==> src/rtl/serial_tx_if.sv <==
// Word handshake into the serial transmitter: producer drives valid/data,
// transmitter answers with ready.
`timescale 1ns/1ps

interface serial_tx_if #(
  parameter int DATA_W = 8
);
  logic              in_valid;
  logic              in_ready;
  logic [DATA_W-1:0] in_data;

  modport master (
    output in_valid,
    output in_data,
    input  in_ready
  );

  modport slave (
    input  in_valid,
    input  in_data,
    output in_ready
  );
endinterface

==> src/rtl/serial_tx.sv <==
// Serial frame transmitter: start bit (0), DATA_W data bits LSB first, stop bit (1),
// each bit held CLKS_PER_BIT clocks; the line output comes straight from a flop.
//
// state | meaning
// IDLE  | line high, ready for a word; tx_done is high here for one cycle after STOP
// START | line low for one bit period
// DATA  | shifting out payload bits, LSB first
// STOP  | line high for one bit period
`timescale 1ns/1ps

module serial_tx #(
  parameter int DATA_W       = 8,
  parameter int CLKS_PER_BIT = 4
) (
  input  logic        aclk,
  input  logic        arst,
  serial_tx_if.slave  in_if,
  output logic        tx,
  output logic        busy,
  output logic        tx_done
);

  localparam int CNT_W = (CLKS_PER_BIT > 1) ? $clog2(CLKS_PER_BIT) : 1;
  localparam int IDX_W = (DATA_W > 1) ? $clog2(DATA_W) : 1;

  localparam logic [CNT_W-1:0] CNT_LAST = CNT_W'(CLKS_PER_BIT - 1);
  localparam logic [IDX_W-1:0] IDX_LAST = IDX_W'(DATA_W - 1);

  localparam logic [1:0] S_IDLE  = 2'd0;
  localparam logic [1:0] S_START = 2'd1;
  localparam logic [1:0] S_DATA  = 2'd2;
  localparam logic [1:0] S_STOP  = 2'd3;

  logic [1:0]        state_q, state_d;
  logic [CNT_W-1:0]  cnt_q, cnt_d;
  logic [IDX_W-1:0]  idx_q, idx_d;
  logic [DATA_W-1:0] shreg_q, shreg_d;
  logic [DATA_W-1:0] shreg_shift;
  logic              tx_q, tx_d;
  logic              done_q, done_d;
  logic              bit_end;
  logic              accept;

  assign bit_end        = (cnt_q == CNT_LAST);
  assign accept         = in_if.in_valid && (state_q == S_IDLE);
  assign shreg_shift    = shreg_q >> 1;

  assign in_if.in_ready = (state_q == S_IDLE);
  assign busy           = (state_q != S_IDLE);
  assign tx             = tx_q;
  assign tx_done        = done_q;

  always_comb begin
    state_d = state_q;
    cnt_d   = cnt_q;
    idx_d   = idx_q;
    shreg_d = shreg_q;
    tx_d    = tx_q;
    done_d  = 1'b0;

    case (state_q)
      S_IDLE: begin
        tx_d = 1'b1;
        if (accept) begin
          state_d = S_START;
          shreg_d = in_if.in_data;
          cnt_d   = '0;
          idx_d   = '0;
          tx_d    = 1'b0;
        end
      end

      S_START: begin
        if (bit_end) begin
          cnt_d   = '0;
          state_d = S_DATA;
          tx_d    = shreg_q[0];
        end else begin
          cnt_d = cnt_q + CNT_W'(1);
        end
      end

      S_DATA: begin
        if (bit_end) begin
          cnt_d = '0;
          if (idx_q == IDX_LAST) begin
            state_d = S_STOP;
            idx_d   = '0;
            tx_d    = 1'b1;
          end else begin
            // next bit is loaded into the line flop together with the shift
            idx_d   = idx_q + IDX_W'(1);
            shreg_d = shreg_shift;
            tx_d    = shreg_shift[0];
          end
        end else begin
          cnt_d = cnt_q + CNT_W'(1);
        end
      end

      S_STOP: begin
        tx_d = 1'b1;
        if (bit_end) begin
          cnt_d   = '0;
          state_d = S_IDLE;
          done_d  = 1'b1;
        end else begin
          cnt_d = cnt_q + CNT_W'(1);
        end
      end

      default: begin
        state_d = S_IDLE;
        cnt_d   = '0;
        idx_d   = '0;
        tx_d    = 1'b1;
      end
    endcase
  end

  always_ff @(posedge aclk or posedge arst) begin
    if (arst) begin
      state_q <= S_IDLE;
      cnt_q   <= '0;
      idx_q   <= '0;
      shreg_q <= '0;
      tx_q    <= 1'b1;
      done_q  <= 1'b0;
    end else begin
      state_q <= state_d;
      cnt_q   <= cnt_d;
      idx_q   <= idx_d;
      shreg_q <= shreg_d;
      tx_q    <= tx_d;
      done_q  <= done_d;
    end
  end

endmodule

==> src/flat_wrapper.sv <==
// flat-port wrapper written by rule: the top's interface ports become plain ports
module serial_tx_flat 
#(
  parameter int DATA_W       = 8,
  parameter int CLKS_PER_BIT = 4
)
  (aclk, arst, tx, busy, tx_done, in_if_in_valid, in_if_in_data, in_if_in_ready);
  serial_tx_if #(.DATA_W(DATA_W)) in_if_i ();
  input  logic aclk;
  input  logic arst;
  output logic tx;
  output logic busy;
  output logic tx_done;
  input wire logic [$bits(in_if_i.in_valid)-1:0] in_if_in_valid;
  input wire logic [$bits(in_if_i.in_data)-1:0] in_if_in_data;
  output wire logic [$bits(in_if_i.in_ready)-1:0] in_if_in_ready;
  assign in_if_i.in_valid = in_if_in_valid;
  assign in_if_i.in_data = in_if_in_data;
  assign in_if_in_ready = in_if_i.in_ready;
  serial_tx #(.DATA_W(DATA_W), .CLKS_PER_BIT(CLKS_PER_BIT)) u_core (.aclk(aclk), .arst(arst), .in_if(in_if_i), .tx(tx), .busy(busy), .tx_done(tx_done));
endmodule
==> config.mk <==
export PLATFORM = sky130hd
export DESIGN_NAME = serial_tx_flat
export DESIGN_NICKNAME = d
export VERILOG_FILES = /design/src/rtl/serial_tx_if.sv /design/src/rtl/serial_tx.sv /design/src/flat_wrapper.sv
export SDC_FILE = /design/constraint.sdc
export NUM_CORES = 1
export LEC_CHECK = 0
export BUFFER_PORTS_ARGS = -buffer_cell sky130_fd_sc_hd__buf_2
export CAP_MARGIN = 20
export CORE_MARGIN = 2
export CORE_UTILIZATION = 49
export DETAILED_ROUTE_END_ITERATION = 8
export GPL_ROUTABILITY_DRIVEN = 0
export PLACE_DENSITY = 0.83
export SLEW_MARGIN = 20
export SYNTH_ARGS = -nofsm -noshare
export SYNTH_HDL_FRONTEND = slang
export SYNTH_SLANG_ARGS = --single-unit
==> constraint.sdc <==
create_clock -name aclk -period 1.81 [get_ports aclk]
set_input_delay 0.362 -clock aclk [delete_from_list [all_inputs] [get_ports aclk]]
set_output_delay 0.362 -clock aclk [all_outputs]
set_load 0.01 [all_outputs]
Word-level counts from Yosys, hierarchy flattened
Cells that the tools add are included.
- reductions and logical operators: 9
- add/sub/neg operators: 2
- equality and inequality tests: 11
- mux-type cells: 24
- operator list (operator ; count):
    two-way mux 8 bit ; 3
    case mux 8 bit (2 select lines) ; 1
    two-way mux 2 bit ; 7
    != test 2 x 1 -> 1 bit, second input constant ; 5
    two-way mux 3 bit ; 3
    case mux 2 bit (4 select lines) ; 1
    == test 2 bit, second input constant ; 3
    two-way mux 1 bit ; 6
    case mux 3 bit (2 select lines) ; 1
    AND reduction 5 bit ; 1
    case mux 1 bit (4 select lines) ; 1
    case mux 2 bit (2 select lines) ; 1
    AND reduction 4 bit ; 1
    nonzero test 2 bit ; 2
    adder 3 x 1 -> 3 bit, second input constant ; 1
    == test 3 bit, second input constant ; 1
    AND reduction 3 bit ; 1
    OR reduction 3 bit ; 1
    adder 2 x 1 -> 2 bit, second input constant ; 1
    == test 2 x 1 -> 1 bit, second input constant ; 1
    logical NOT 2 bit ; 1
    != test 2 bit, second input constant ; 1
    AND reduction 2 bit ; 1
    logical AND 1 bit ; 1
- input bits: 11
- word-level logic and storage cells: 52
- register bits: 17
- output and inout bits: 4

Longest topological paths before layout
Gate-level depths: netlist of the first run.
- depth in word-level cells: 4
- gate-level depth with buffers: 7
- depth with buffers taken out: 5

Least setup slack after synthesis of the first run
No wires, ideal clock.
- path type: flip-flop to flip-flop
- from: register u_core.idx_q[0]
- to: register u_core.shreg_q[0]
- setup slack: -0.034 ns
- setup time: 0.125 ns
- arrival time: 1.719 ns
- period minus slack after synthesis: 1.844 ns
- cell stages (with the launch flop): 6
- path through: dfrtp_1 ha_1 ha_1 nand2b_1 a211oi_4 mux2_2
- cells in the longest elaborated chain, start to end: 3
- ends and longest elaborated chain (element ; line ; text):
    from (decl) ; serial_tx.sv:36 ; logic [IDX_W-1:0] idx_q, idx_d;
    from (signal assigned) ; serial_tx.sv:132 ; idx_q <= idx_d;
    == test 3 bit ; serial_tx.sv:86 ; if (idx_q == IDX_LAST) begin
    != test 2 bit (no line) ; -- ;
    AND reduction 4 bit (no line) ; -- ;
    to (signal assigned) ; serial_tx.sv:133 ; shreg_q <= shreg_d;
    to (decl) ; serial_tx.sv:37 ; logic [DATA_W-1:0] shreg_q, shreg_d;
No other way between the ends.
A chain may end at the register's enable or synchronous reset.

Worst setup path in the final report of the first run
- from: register u_core.idx_q[0]
- to: register u_core.shreg_q[1]
Same word-level chain as after synthesis.

==> impl.org, run 1 <==
** Status
- Status :: finished clean

** Finish
- 0 antenna diodes ended up in the layout.
- Post-synthesis to final-layout area growth :: 25.93%
- Of the cells placed in the final design, the portion with a size suffix greater than 1 is 50.88%.
- The net count of the finished layout is around 130.
- Excluding fillers, the count of instances in the completed layout stands at roughly 140.
- After routing the design area is about 1300 um^2.
- At the end of the flow the core is filled with cells to between 60% and 70%.

** Power and ir drop
- In this run the power density over the cells is roughly 1800 nW/um^2.
- For this design the static power due to leakage is 0.5914 nW.
- The design draws 2.309 mW.
- Peak VDD IR :: 1273 uV

** Floorplan
- Die width :: about 49 um
- The initial utilization of the core area, before any placement, comes to between 50 and 60%.
- Vertical die dimension :: 49.37 um
- The initialized floorplan defines 16 standard-cell rows.
- The die covers 2437 um^2.
- IO Pins :: 15
- The floorplan step defined a core boundary enclosing 1942 um^2.

** Yosys
- Number of register bits inferred by synthesis :: 17
- Number of instances in the synthesized netlist :: between 80 and 90
- Number of distinct library cell variants in the gate-level netlist after synthesis :: 30
- Mean instance size in the synthesized netlist :: around 11 um^2
- Sequential area share after synthesis :: a little over two fifths
- Netlist area before placement :: 1008 um^2
- Counting every net in the synthesized netlist gives between 100 and 150.
- Warning count from the yosys run :: 0

** Setup path
- Worst-case reg-to-reg path depth :: 6
- Along the worst path, the maximum fanout reaches 4.
- Reg2reg start :: u_core.idx_q[0]
- Startpoint type of the worst setup path :: flip-flop
- Critical path arrival :: approximately 2000 ps
- The critical path in this run is classified as flip-flop to flip-flop.
- Critical path capture point type :: flip-flop
- For flop-to-flop paths, the worst setup slack is between 20 and 30 ps.
- CP required :: around 2000 ps
- The endpoint identified for the worst register-to-register timing path is u_core.shreg_q[1].

** Placed design
- Placed Area :: around 1200 um^2
- Number of cells in the design after placement :: around 130
- Summed over all nets, the half-perimeter wirelength after detailed placement is 1397 um.
- Number of port buffers :: 14

** STA
- Subtracting the final worst setup slack from the clock period gives 1785 ps.
- Transition time at the pin with the least slew margin :: ~640 ps
- Final period utilization :: 98.61%
- Setup repair after global routing could not meet its margin everywhere.
- The worst pin sits at a relative slew slack of approximately 57%.
- Final hold violation count :: 0
- Setup violators final :: 0
- Fin. max-slew vios :: 0
- Worst-case clock skew :: between 6 and 7 ps
- Based on the critical path, the design can be clocked at up to between 0.5 and 0.6 GHz.

** Drt
- Mean number of vias per cell :: roughly 5.5
- Wire segments on met2 add up to 1036 um in the final route.
- Summed over all nets, wire length on met3 after detailed routing comes to just over 80 um.
- After detailed routing, the wire length on met1 is 903 um.
- DRC errors left :: 0
- Initial detailed-routing violation count :: 12
- Remaining number of nets flagged by the antenna check after routing :: 0
- Via count :: slightly below 800
- Average routed wire per standard cell :: approximately 15 um
- The first detailed-routing pass took 4 iterations.
- Post-detailed-routing wire length :: around 2100 um
- Signal routing reaches up to met4.

** Clock network
- Level count of the clock H-tree :: 1
- Counting along the longest clock path gives a buffer depth of 2.
- Clock tree synthesis inserted a total of 3 buffers.
- The cell sitting at the root of the clock tree is a sky130_fd_sc_hd__clkbuf_4.
- CTS tree :: done
- Clock tree synthesis found a total of 17 sinks.
- Clock latency on the worst-skew pair :: between 200 and 300 ps
- Hold-fix buffer count after cts :: 0
- Clock transition time at the flip-flop clock pins of the worst setup and hold paths :: roughly 100 ps

** GRT
- Number of global-route vias before repair :: 753
- Wire length of the first global-routing pass :: about 3600 um
- Entering global routing, the biggest net connects 18 pins.
- Total gr overflow :: 0
- Antenna violations before repair :: 0
- Global routing used just under 20% of the available tracks across all layers.

** Flow run
- The tool flagged a number of max-cap violations equal to 0.

** Hold path
- The tightest min-delay check is of the input port to asynchronous set/reset pin type.
kinds of logic after synthesis:
family,share of synthesized area [%]
flip-flops,42.31
AND/OR/NAND/NOR,12.16
AO/OA/AOI/OAI,12.04
adder cells (fa/ha/maj),9.926
multiplexers,17.87
buffers and inverters,5.707
what timing repair did:
| action | 4_1_cts | 5_1_grt |
|---|---|---|
| setup buffers | 2 | 1 |
| pin swaps | 2 | 3 |
| gates resized for setup | 7 | 10 |
| gates cloned | 0 | 0 |
| endpoints found under the setup margin | 8 | 9 |
cells in the final DEF (no fill, tap or decap), types with 2 or more instances in the layout:
cell type                   n
sky130_fd_sc_hd__nand2_1    2
sky130_fd_sc_hd__buf_2     14
sky130_fd_sc_hd__and3_1     2
sky130_fd_sc_hd__buf_6      2
sky130_fd_sc_hd__nor4bb_1   2
sky130_fd_sc_hd__nor2b_1    2
sky130_fd_sc_hd__ha_1       4
sky130_fd_sc_hd__ha_4       2
sky130_fd_sc_hd__inv_2      3
sky130_fd_sc_hd__mux2_4     4
sky130_fd_sc_hd__buf_4      8
sky130_fd_sc_hd__inv_1      4
sky130_fd_sc_hd__ha_2       2
sky130_fd_sc_hd__nor2_1     2
sky130_fd_sc_hd__mux2_2    12
sky130_fd_sc_hd__o21ai_0    9
sky130_fd_sc_hd__clkbuf_4   3
sky130_fd_sc_hd__a31oi_1    2
sky130_fd_sc_hd__dfrtp_1   16
worst max path at each step:
| stage | endpoint | from | depth (start not counted) | slack (ps) |
|---|---|---|---|---|
| 4_1_cts | u_core.shreg_q[6] | u_core.idx_q[1] | 6 | 5 |
| 5_1_grt | u_core.shreg_q[3] | u_core.idx_q[0] | 6 | -20 |
| 6_report | u_core.shreg_q[1] | u_core.idx_q[0] | 6 | 30 |
| 2_1_floorplan | u_core.shreg_q[0] | u_core.idx_q[0] | 5 | -3 |
| 3_3_place_gp | u_core.shreg_q[6] | u_core.idx_q[0] | 6 | 7 |
| 3_5_place_dp | u_core.shreg_q[5] | u_core.idx_q[0] | 6 | -30 |
registers in the layout (all words and copies together), names as in the netlist:
signal          count
u_core.tx           1
u_core.shreg_q      8
u_core.cnt_q        2
u_core.tx_done      1
u_core.state_q      2
u_core.idx_q        3
critical path, stage by stage (launching register included):
cell and delay, ps:
sky130_fd_sc_hd__dfrtp_1 420, sky130_fd_sc_hd__ha_2 220, sky130_fd_sc_hd__ha_4 160, sky130_fd_sc_hd__nand2b_4 140, sky130_fd_sc_hd__a211oi_4 270, sky130_fd_sc_hd__buf_6 160, sky130_fd_sc_hd__mux2_2 320
cell type report:
type / instances / area (um^2)
fillers: 159 / 671.9
multi-input cells: 61 / 583.1
flip-flops and latches: 17 / 426.7
repair buffers: 25 / 172.7
well taps: 27 / 33.78
inverters: 7 / 26.28
clock buffers: 3 / 22.52
clock inverters: 1 / 5.005
where the power goes:
group,internal [mW],total [mW],switching [mW]
registers,0.565,0.671,0.106
clock network,0.0821,0.203,0.121
logic,0.801,1.44,0.634
total,1.45,2.31,0.861
synth_stat cells:
cell	n	area share (%)
sky130_fd_sc_hd__dfrtp_1	16	40
sky130_fd_sc_hd__ha_1	8	9.9
sky130_fd_sc_hd__and3_1	2	1.2
sky130_fd_sc_hd__dfstp_2	1	2.6
sky130_fd_sc_hd__nand2b_1	2	1.2
sky130_fd_sc_hd__nor2_1	2	0.74
sky130_fd_sc_hd__a211oi_4	1	2.0
sky130_fd_sc_hd__a31oi_1	2	1.2
sky130_fd_sc_hd__nor2b_4	1	1.4
sky130_fd_sc_hd__nand2_1	2	0.74
sky130_fd_sc_hd__and2_1	1	0.62
sky130_fd_sc_hd__o221ai_1	1	0.87
sky130_fd_sc_hd__a22oi_1	1	0.74
sky130_fd_sc_hd__buf_6	2	2.2
sky130_fd_sc_hd__nand3_1	1	0.50
sky130_fd_sc_hd__mux2_2	16	18
sky130_fd_sc_hd__nor2b_1	2	1.2
sky130_fd_sc_hd__o21ai_0	9	4.5
sky130_fd_sc_hd__nand3b_1	1	0.74
sky130_fd_sc_hd__nor4bb_1	2	2.0
sky130_fd_sc_hd__inv_1	7	2.6
sky130_fd_sc_hd__nor3_1	1	0.50
sky130_fd_sc_hd__a21oi_1	1	0.50
sky130_fd_sc_hd__a211oi_1	1	0.74
sky130_fd_sc_hd__o21a_1	1	0.74
sky130_fd_sc_hd__nand4_1	1	0.62
sky130_fd_sc_hd__clkbuf_1	1	0.37
sky130_fd_sc_hd__nor2_2	1	0.62
sky130_fd_sc_hd__o31ai_1	1	0.74
sky130_fd_sc_hd__buf_2	1	0.50
through the flow:
step,setup TNS (ps),hold slack [ps],setup slack [ps]
2_1_floorplan,-18.99,287.3,-2.713
3_3_place_gp,0,466.1,6.661
3_5_place_dp,-157.9,481.5,-34.56
4_1_cts,0,157.0,4.997
5_1_grt,-75.84,195.4,-20.52
6_report,0,137.2,25.16
routing by layer:
metal	vias up	global-route usage, %
met5	-	0
met4	0	6.667
met3	6	4.294
met2	25	32.66
met1	372	25.15
li1	366	-
Power figures use the tool's default switching activity.
==> run 2: changes to the inputs <==
--- a/config.mk
+++ b/config.mk
@@ -12,4 +12,5 @@
 export DETAILED_ROUTE_END_ITERATION = 8
 export GPL_ROUTABILITY_DRIVEN = 0
+export GPL_TIMING_DRIVEN = 0
 export PLACE_DENSITY = 0.83
 export SLEW_MARGIN = 20
==> constraint.sdc (replaced) <==
create_clock -name aclk -period 1.81 [get_ports aclk]
set_input_delay 0.362 -clock aclk [delete_from_list [all_inputs] [get_ports aclk]]
set_output_delay 0.362 -clock aclk [all_outputs]
set_load 0.005 [all_outputs]
==> run 2 against run 1 <==
Against the previous run: sequential cell count did not move; power fell by 6.4%; non-clock buffer count did not move; utilization fell by 2.4 points; global-route usage fell by 1.8 points; combinational power fell by 9.7%; clock skew fell by 2.4 ps; sequential share of layout area rose by 1.3 points; maximum frequency rose by 1.5%; cell area fell by 3.6%; setup slack improved by 26 ps.
==> impl.org, run 2 (synthesis gave the netlist of run 1 again) <==
** Status
- The flow ran to the end, and the final reports show no timing, DRC or antenna violations.

** Flow run
- Number of max-cap violations :: 0 (unchanged)

** Setup path
- CP required :: 1990 ps (about the same)
- Critical path arrival :: 1940 ps (-30 ps)
- Biggest fanout along the worst timing path :: 8 (+4)
- Setup slack, reg-to-reg :: 50 ps (+30 ps)
- Following the worst setup path forward leads to its endpoint at u_core.shreg_q[5].
- Critical path capture point type :: flip-flop
- The most critical setup path has its startpoint at u_core.idx_q[1].
- The endpoint identified for the worst register-to-register timing path is u_core.shreg_q[5].
- In this run the critical register-to-register path is launched from u_core.idx_q[1].
- Worst-case reg-to-reg path depth :: 6 (unchanged)
- The worst setup path is launched from a flip-flop.
- Startpoint-to-endpoint class of the critical path :: flip-flop to flip-flop

** STA
- The slew of the pin with the lowest slew margin was 656.7 ps (+15.98 ps).
- Fin. max-slew vios :: 0 (unchanged)
- Slew headroom :: 56.17% (-1.1 points)
- Final hold violation count :: 0 (unchanged)
- Setup violators final :: 0 (unchanged)
- The final critical-path setup slack is 51.50 ps (+26.34 ps).
- Post-layout min period :: 1758 ps (-26.34 ps)
- The final worst-path cycle share is 97.15% (-1.5 points).
- Max Fclk :: 0.5687 GHz (+1.5%)
- The worst-case clock skew is 3.770 ps (-2.422 ps).

** Drt
- DR pass1 iterations :: 4 (unchanged)
- Initial detailed-routing violation count :: 6 (-6)
- The number of design rule violations left after detail routing is 0 (unchanged).
- Mean number of vias per cell :: 5.305 (-2.7%)
- The total via count after detailed routing came to 748 (-2.7%).
- Remaining number of nets flagged by the antenna check after routing :: 0 (unchanged)
- The routed wire length was 1919 um (-6.8%).
- Average routed wire per standard cell :: 13.61 um (-6.8%)

** Finish
- The area growth from synthesis to layout is 21.34%.
- Reg with most FFs :: u_core.shreg_q
- The largest registers in the layout are u_core.shreg_q (8), u_core.idx_q (3).
- Most used cells in the layout excluding fill and tap cells :: sky130_fd_sc_hd__mux2_2 (16), sky130_fd_sc_hd__dfrtp_1 (16), sky130_fd_sc_hd__buf_2 (14)
- Antenna diodes :: 0 (unchanged)
- The layout cell share with drive strength beyond 1 was 44.74% (-6.1 points).
- The count of nets after finishing is 134 (unchanged).
- The layout filler cell count came to 165 (+3.8%).
- Max FFs per register :: 8 (unchanged)

** Placed design
- The count of port buffers added during placement is 14 (unchanged).
- Worst slack, placed :: -194.7 ps (-160.1 ps)
- The HPWL after detailed placement is 1357 um (-2.8%).

** GRT
- The number of antenna violations at the first check in global routing was 0 (unchanged).
- Global-route usage over all layers :: 17.87% (-1.8 points)
- Total gr overflow :: 0 (unchanged)
- Maximum number of pins on one net before global-route repair :: 18 (unchanged)
- The wire length of the first global-routing pass came to 3312 um (-7.3%).
- The number of global-route vias before repair was 778 (+3.3%).

** Power and ir drop
- The power per standard cell area is 1767 nW/um^2 (-2.8%).
- Leakage component of the power :: 0.5738 nW (-3.0%)
- Total chip power :: 2.162 mW (-6.4%)
- Peak VDD IR :: 1036 uV (-19%)

** Clock network
- Clock transition time at the flip-flop clock pins of the worst setup and hold paths :: 100 ps (about the same)
- The total of hold buffers inserted after clock tree synthesis was 0 (unchanged).
- The number of clock sinks was 17 (unchanged).
- The number of CTS-inserted buffers is 3 (unchanged).
- The clock latency at the later pin of the worst-skew pair came to 290 ps (about the same).
- Root Buffer :: sky130_fd_sc_hd__clkbuf_4
- Level count of the clock H-tree :: 1 (unchanged)
- CTS tree :: done
- Clock Path Buffers :: 2 (unchanged)

** Floorplan
- Initial Utilization :: 51.93% (unchanged)
- Vertical die dimension :: 49.37 um (unchanged)
- Number of core rows :: 16 (unchanged)
- Floorplan die area :: 2437 um^2 (unchanged)
- The chip width was 49.37 um (unchanged).
- IO Pins :: 15 (unchanged)
- Area of the placeable core :: 1942 um^2 (unchanged)

** Hold path
- The min-delay analysis places its worst path in the category input port to asynchronous set/reset pin.
-- run 2: worst max-delay path, cell delays in order, from the launching register on --
cell	delay (ps)
sky130_fd_sc_hd__dfrtp_1	400
sky130_fd_sc_hd__ha_2	190
sky130_fd_sc_hd__ha_2	190
sky130_fd_sc_hd__nand2b_4	140
sky130_fd_sc_hd__a211oi_4	230
sky130_fd_sc_hd__buf_12	160
sky130_fd_sc_hd__mux2_2	330
-- run 2: layout make-up --
class	instances	area [um^2]	area share, %
plain buffers	4	33.78	2.761
clock buffers	4	26.28	2.147
inverters	7	26.28	2.147
multi-input cells	61	541.8	44.27
flip-flops and latches	17	426.7	34.87
well taps	27	33.78	2.761
repair buffers	21	135.1	11.04
-- run 2: metrics by stage --
step / hold slack, ps / area, um^2 / instances / utilization (%) / setup TNS (ps)
detailed placement: 480.6 / 1112 / 130 / 57.28 / -1301
global route: 195.5 / 1224 / 141 / 63.02 / -59.58
floorplan: 287.3 / 1008 / 89 / - / -18.99
global placement: 470.0 / 1112 / 130 / 57.28 / -1010
CTS: 157.9 / 1179 / 136 / 60.70 / 0
finish: 144.7 / 1224 / 141 / 63.02 / 0
-- run 2: worst min-delay path by stage --
stage | from | to | slack, ps | depth (start not counted)
after floorplan | arst | u_core.cnt_q[0] | 290 | 1
after global routing | arst | u_core.idx_q[2] | 200 | 2
after CTS | arst | u_core.shreg_q[4] | 160 | 2
after detailed placement | arst | u_core.cnt_q[1] | 480 | 2
after global placement | u_core.cnt_q[0] | u_core.cnt_q[0] | 470 | 1
final | arst | u_core.shreg_q[4] | 140 | 2
-- run 2: repair_timing --
| action | 4_1_cts | 5_1_grt |
|---|---|---|
| pin swaps | 1 | 2 |
| setup buffers | 2 | 5 |
| resized for setup | 3 | 3 |
| setup endpoints to repair | 7 | 9 |
-- run 2: report_power, final --
group	switching, mW	internal, mW	leakage [nW]
registers	0.0911	0.564	0.209
clock network	0.118	0.0858	0.0150
logic	0.576	0.727	0.350
total	0.785	1.38	0.574
-- run 2: metal layers --
layer | GRT usage, % | vias to the layer above | part of all wire [%]
met2 | 31.08 | 19 | 51
li1 | - | 364 | -
met5 | 0 | - | 0
met1 | 21.15 | 361 | 44
met4 | 7.143 | 0 | 1.5
met3 | 3.988 | 4 | 3.5
==> run 3: changes to the inputs <==
BUFFER_PORTS_ARGS = -buffer_cell sky130_fd_sc_hd__clkbuf_2   (was -buffer_cell sky130_fd_sc_hd__buf_2)
CORE_MARGIN = 5   (was 2)
==> run 3 against run 2 <==
Against the previous run: clock power shrank 2%; sequential cell count unchanged; critical path depth stayed put; clock skew increased by 3.0 ps.
==> impl.org, run 3 (synthesis gave the netlist of run 1 again) <==
** Status
- Status :: finished clean

** STA
- Final worst-path setup slack :: 17.56 ps (-33.94 ps)
- Slew headroom :: 56.82% (+0.65 points)
- Final hold violation count :: 0 (unchanged)
- The summed negative setup slack over all endpoints came to 0 ps (unchanged).
- Final period utilization :: 99.03% (+1.9 points)
- Setup violators final :: 0 (unchanged)
- Fin. max-slew vios :: 0 (unchanged)
- Max Fclk :: 0.5579 GHz (-1.9%)
- The time the final worst path needs with I/O delays and setup was 1792 ps (+33.94 ps).
- Setup repair after global routing missed its margin :: yes
- The worst-case clock skew was 6.740 ps (+2.970 ps).
- Transition time at the pin with the least slew margin :: 647.0 ps (-9.741 ps)

** Setup path
- Startpoint type of the worst setup path :: flip-flop
- The reg2reg setup slack was 20 ps (-30 ps).
- The largest incremental delay on the critical path came to 400 ps (about the same).
- The worst endpoint data arrival time was 1970 ps (+30 ps).
- Biggest fanout along the worst timing path :: 8 (unchanged)
- R2r endpoint :: u_core.shreg_q[3]
- CP required :: 1990 ps (about the same)
- Walking the worst path, the cells encountered are ha_2, ha_4, nand2b_4, a211oi_4, buf_12, mux2_4.
- Critical path capture point type :: flip-flop
- The worst setup path is of the flip-flop to flip-flop kind.
- Reg2reg start :: u_core.idx_q[1]
- Worst-case reg-to-reg path depth :: 6 (unchanged)
- The largest individual stage delay along the critical path comes from the cell sky130_fd_sc_hd__dfrtp_1.

** Flow run
- The max-capacitance violation count is 0 (unchanged).

** Floorplan
- Number of core rows :: 16 (unchanged)
- The height of the chip is 55.37 um (+12%).
- The full die area came to 3065 um^2 (+26%).
- The initial core utilization was 51.40% (-0.53 points).
- Area of the placeable core :: 1962 um^2 (+1.0%)
- The chip width is 55.37 um (+12%).
- IO Pins :: 15 (unchanged)

** Finish
- The final cell count without fillers came to 141 (unchanged).
- Antenna diodes :: 0 (unchanged)
- Leaving out fill and tap cells, the most frequent cell in the layout is sky130_fd_sc_hd__dfrtp_1.
- The count of nets after finishing was 134 (unchanged).
- The number of flip-flops in the largest register was 8 (unchanged).
- Post-synthesis to final-layout area growth :: 26.55%
- The layout cell share with drive strength beyond 1 was 47.37% (+2.6 points).
- Most used cells in the layout excluding fill and tap cells :: sky130_fd_sc_hd__dfrtp_1 (16), sky130_fd_sc_hd__clkbuf_2 (14), sky130_fd_sc_hd__o21ai_0 (9), sky130_fd_sc_hd__mux2_2 (9), sky130_fd_sc_hd__mux2_4 (7)
- More flip-flops sit in one register than any other, and that register is u_core.shreg_q.
- The layout filler cell count came to 174 (+5.5%).
- The largest registers in the layout are u_core.shreg_q (8), u_core.idx_q (3).

** Drt
- The count of nets left with antenna violations after detail routing is 0 (unchanged).
- The average wire per cell in the routed design was 14.64 um (+7.6%).
- The routed wire length came to 2064 um (+7.6%).
- DR pass1 iterations :: 4 (unchanged)
- The total via count after detailed routing came to 751 (+0.40%).
- The number of design rule violations left after detail routing was 0 (unchanged).
- The detailed router's first-iteration violation count came to 20 (+14).
- The routed via count divided by cell count came to 5.326 (+0.40%).

** GRT
- Number of global-route vias before repair :: 763 (-1.9%)
- Maximum number of pins on one net before global-route repair :: 18 (unchanged)
- The total congestion overflow is 0 (unchanged).
- The global router's overall resource usage is 14.20% (-3.7 points).
- Wire length of the first global-routing pass :: 3484 um (+5.2%)
- The number of antenna violations at the first check in global routing was 0 (unchanged).

** Power and ir drop
- The switching power summed over all nets came to 834.3 uW (+6.3%).
- The power per standard cell area came to 1803 nW/um^2 (+2.0%).
- Portion of total power attributed to the clock network :: 8.7% (-0.7 points)
- Cell-internal power :: 1.467 mW (+6.5%)
- The switching part of the total power came to 36.26% (-0.047 points).
- Share of power burned in combinational logic :: 62.3% (+2.0 points)
- The total power of the final layout was 2.301 mW (+6.4%).
- The share of power burned in registers came to 29.0% (-1.3 points).
- Peak VDD IR :: 1104 uV (+6.6%)
- Leakage component of the power :: 0.6030 nW (+5.1%)

** Placed design
- The count of port buffers added during placement was 14 (unchanged).
- The HPWL after detailed placement was 1475 um (+8.7%).
- Number of cells in the design after placement :: 130 (unchanged)
- Worst slack, placed :: -200.1 ps (-5.365 ps)

** Clock network
- Number of sinks handled by clock tree synthesis :: 17 (unchanged)
- The maximum clock path buffer count was 2 (unchanged).
- CTS tree :: done
- The clock latency at the later pin of the worst-skew pair is 290 ps (about the same).
- Level count of the clock H-tree :: 1 (unchanged)
- In this run the clock root is driven by a sky130_fd_sc_hd__clkbuf_4.
- Cts bufs inserted :: 3 (unchanged)
- The post-CTS clock slew at the launch and capture registers of the worst setup and hold paths was 100 ps (about the same).

** Hold path
- The path class of the tightest hold or removal check is input port to asynchronous set/reset pin.
## run 3: final cells by class
type	count	area, um^2	share of cell area [%]
clock buffer	4	26.28	2.059
tap	27	33.78	2.647
multi-input combinational	61	590.6	46.27
buffer	4	37.54	2.941
sequential	17	426.7	33.43
timing repair buffer	21	135.1	10.59
inverter	7	26.28	2.059
## run 3: critical path: cells and delay by family (launching register included)
family | cells | cell delay [ps]
buf+inv | 1 | 170
compound gates | 1 | 280
simple gates | 1 | 140
mux | 1 | 300
flops | 1 | 400
fa+ha+maj | 2 | 370
## run 3: stage by stage
step                      instance area [um^2]  utilization [%]  hold slack [ps]
final                                     1276            65.05            122.7
after global placement                    1112            56.70            458.6
after detailed placement                  1112            56.70            465.3
after floorplan                           1008                -            287.3
after CTS                                 1186            60.46            160.7
after global routing                      1276            65.05            182.9
## run 3: power by group through the flow
stage                     sequential, mW  combinational (mW)  clock [mW]
final                              0.668                1.43       0.200
after detailed placement           0.674                1.11           0
after global placement             0.662                1.04           0
after CTS                          0.659                1.24       0.202
after global routing               0.688                1.59       0.224
after floorplan                    0.647               0.877           0
## run 3: routing by layer
layer	GRT usage [%]	wire length (um)
met5	0	0
met4	5.208	21
met1	17.05	903
met2	24.16	1038
met3	3.730	101
## run 3: how the worst max path moves through the flow
| stage | end | from | depth (start not counted) | slack (ps) |
|---|---|---|---|---|
| 6_report | u_core.shreg_q[3] | u_core.idx_q[1] | 6 | 20 |
| 5_1_grt | u_core.shreg_q[2] | u_core.idx_q[1] | 6 | -20 |
| 4_1_cts | u_core.shreg_q[3] | u_core.state_q[0] | 7 | 0.3 |
| 3_5_place_dp | u_core.shreg_q[3] | u_core.idx_q[0] | 5 | -200 |
| 3_3_place_gp | u_core.shreg_q[0] | u_core.idx_q[0] | 5 | -170 |
| 2_1_floorplan | u_core.shreg_q[0] | u_core.idx_q[0] | 5 | -3 |
## run 3: what timing repair did
item	CTS	global route
resized for setup	3	16
setup buffers	3	4
pin swaps	1	2
hold buffers	0	0
endpoints found under the setup margin	7	9
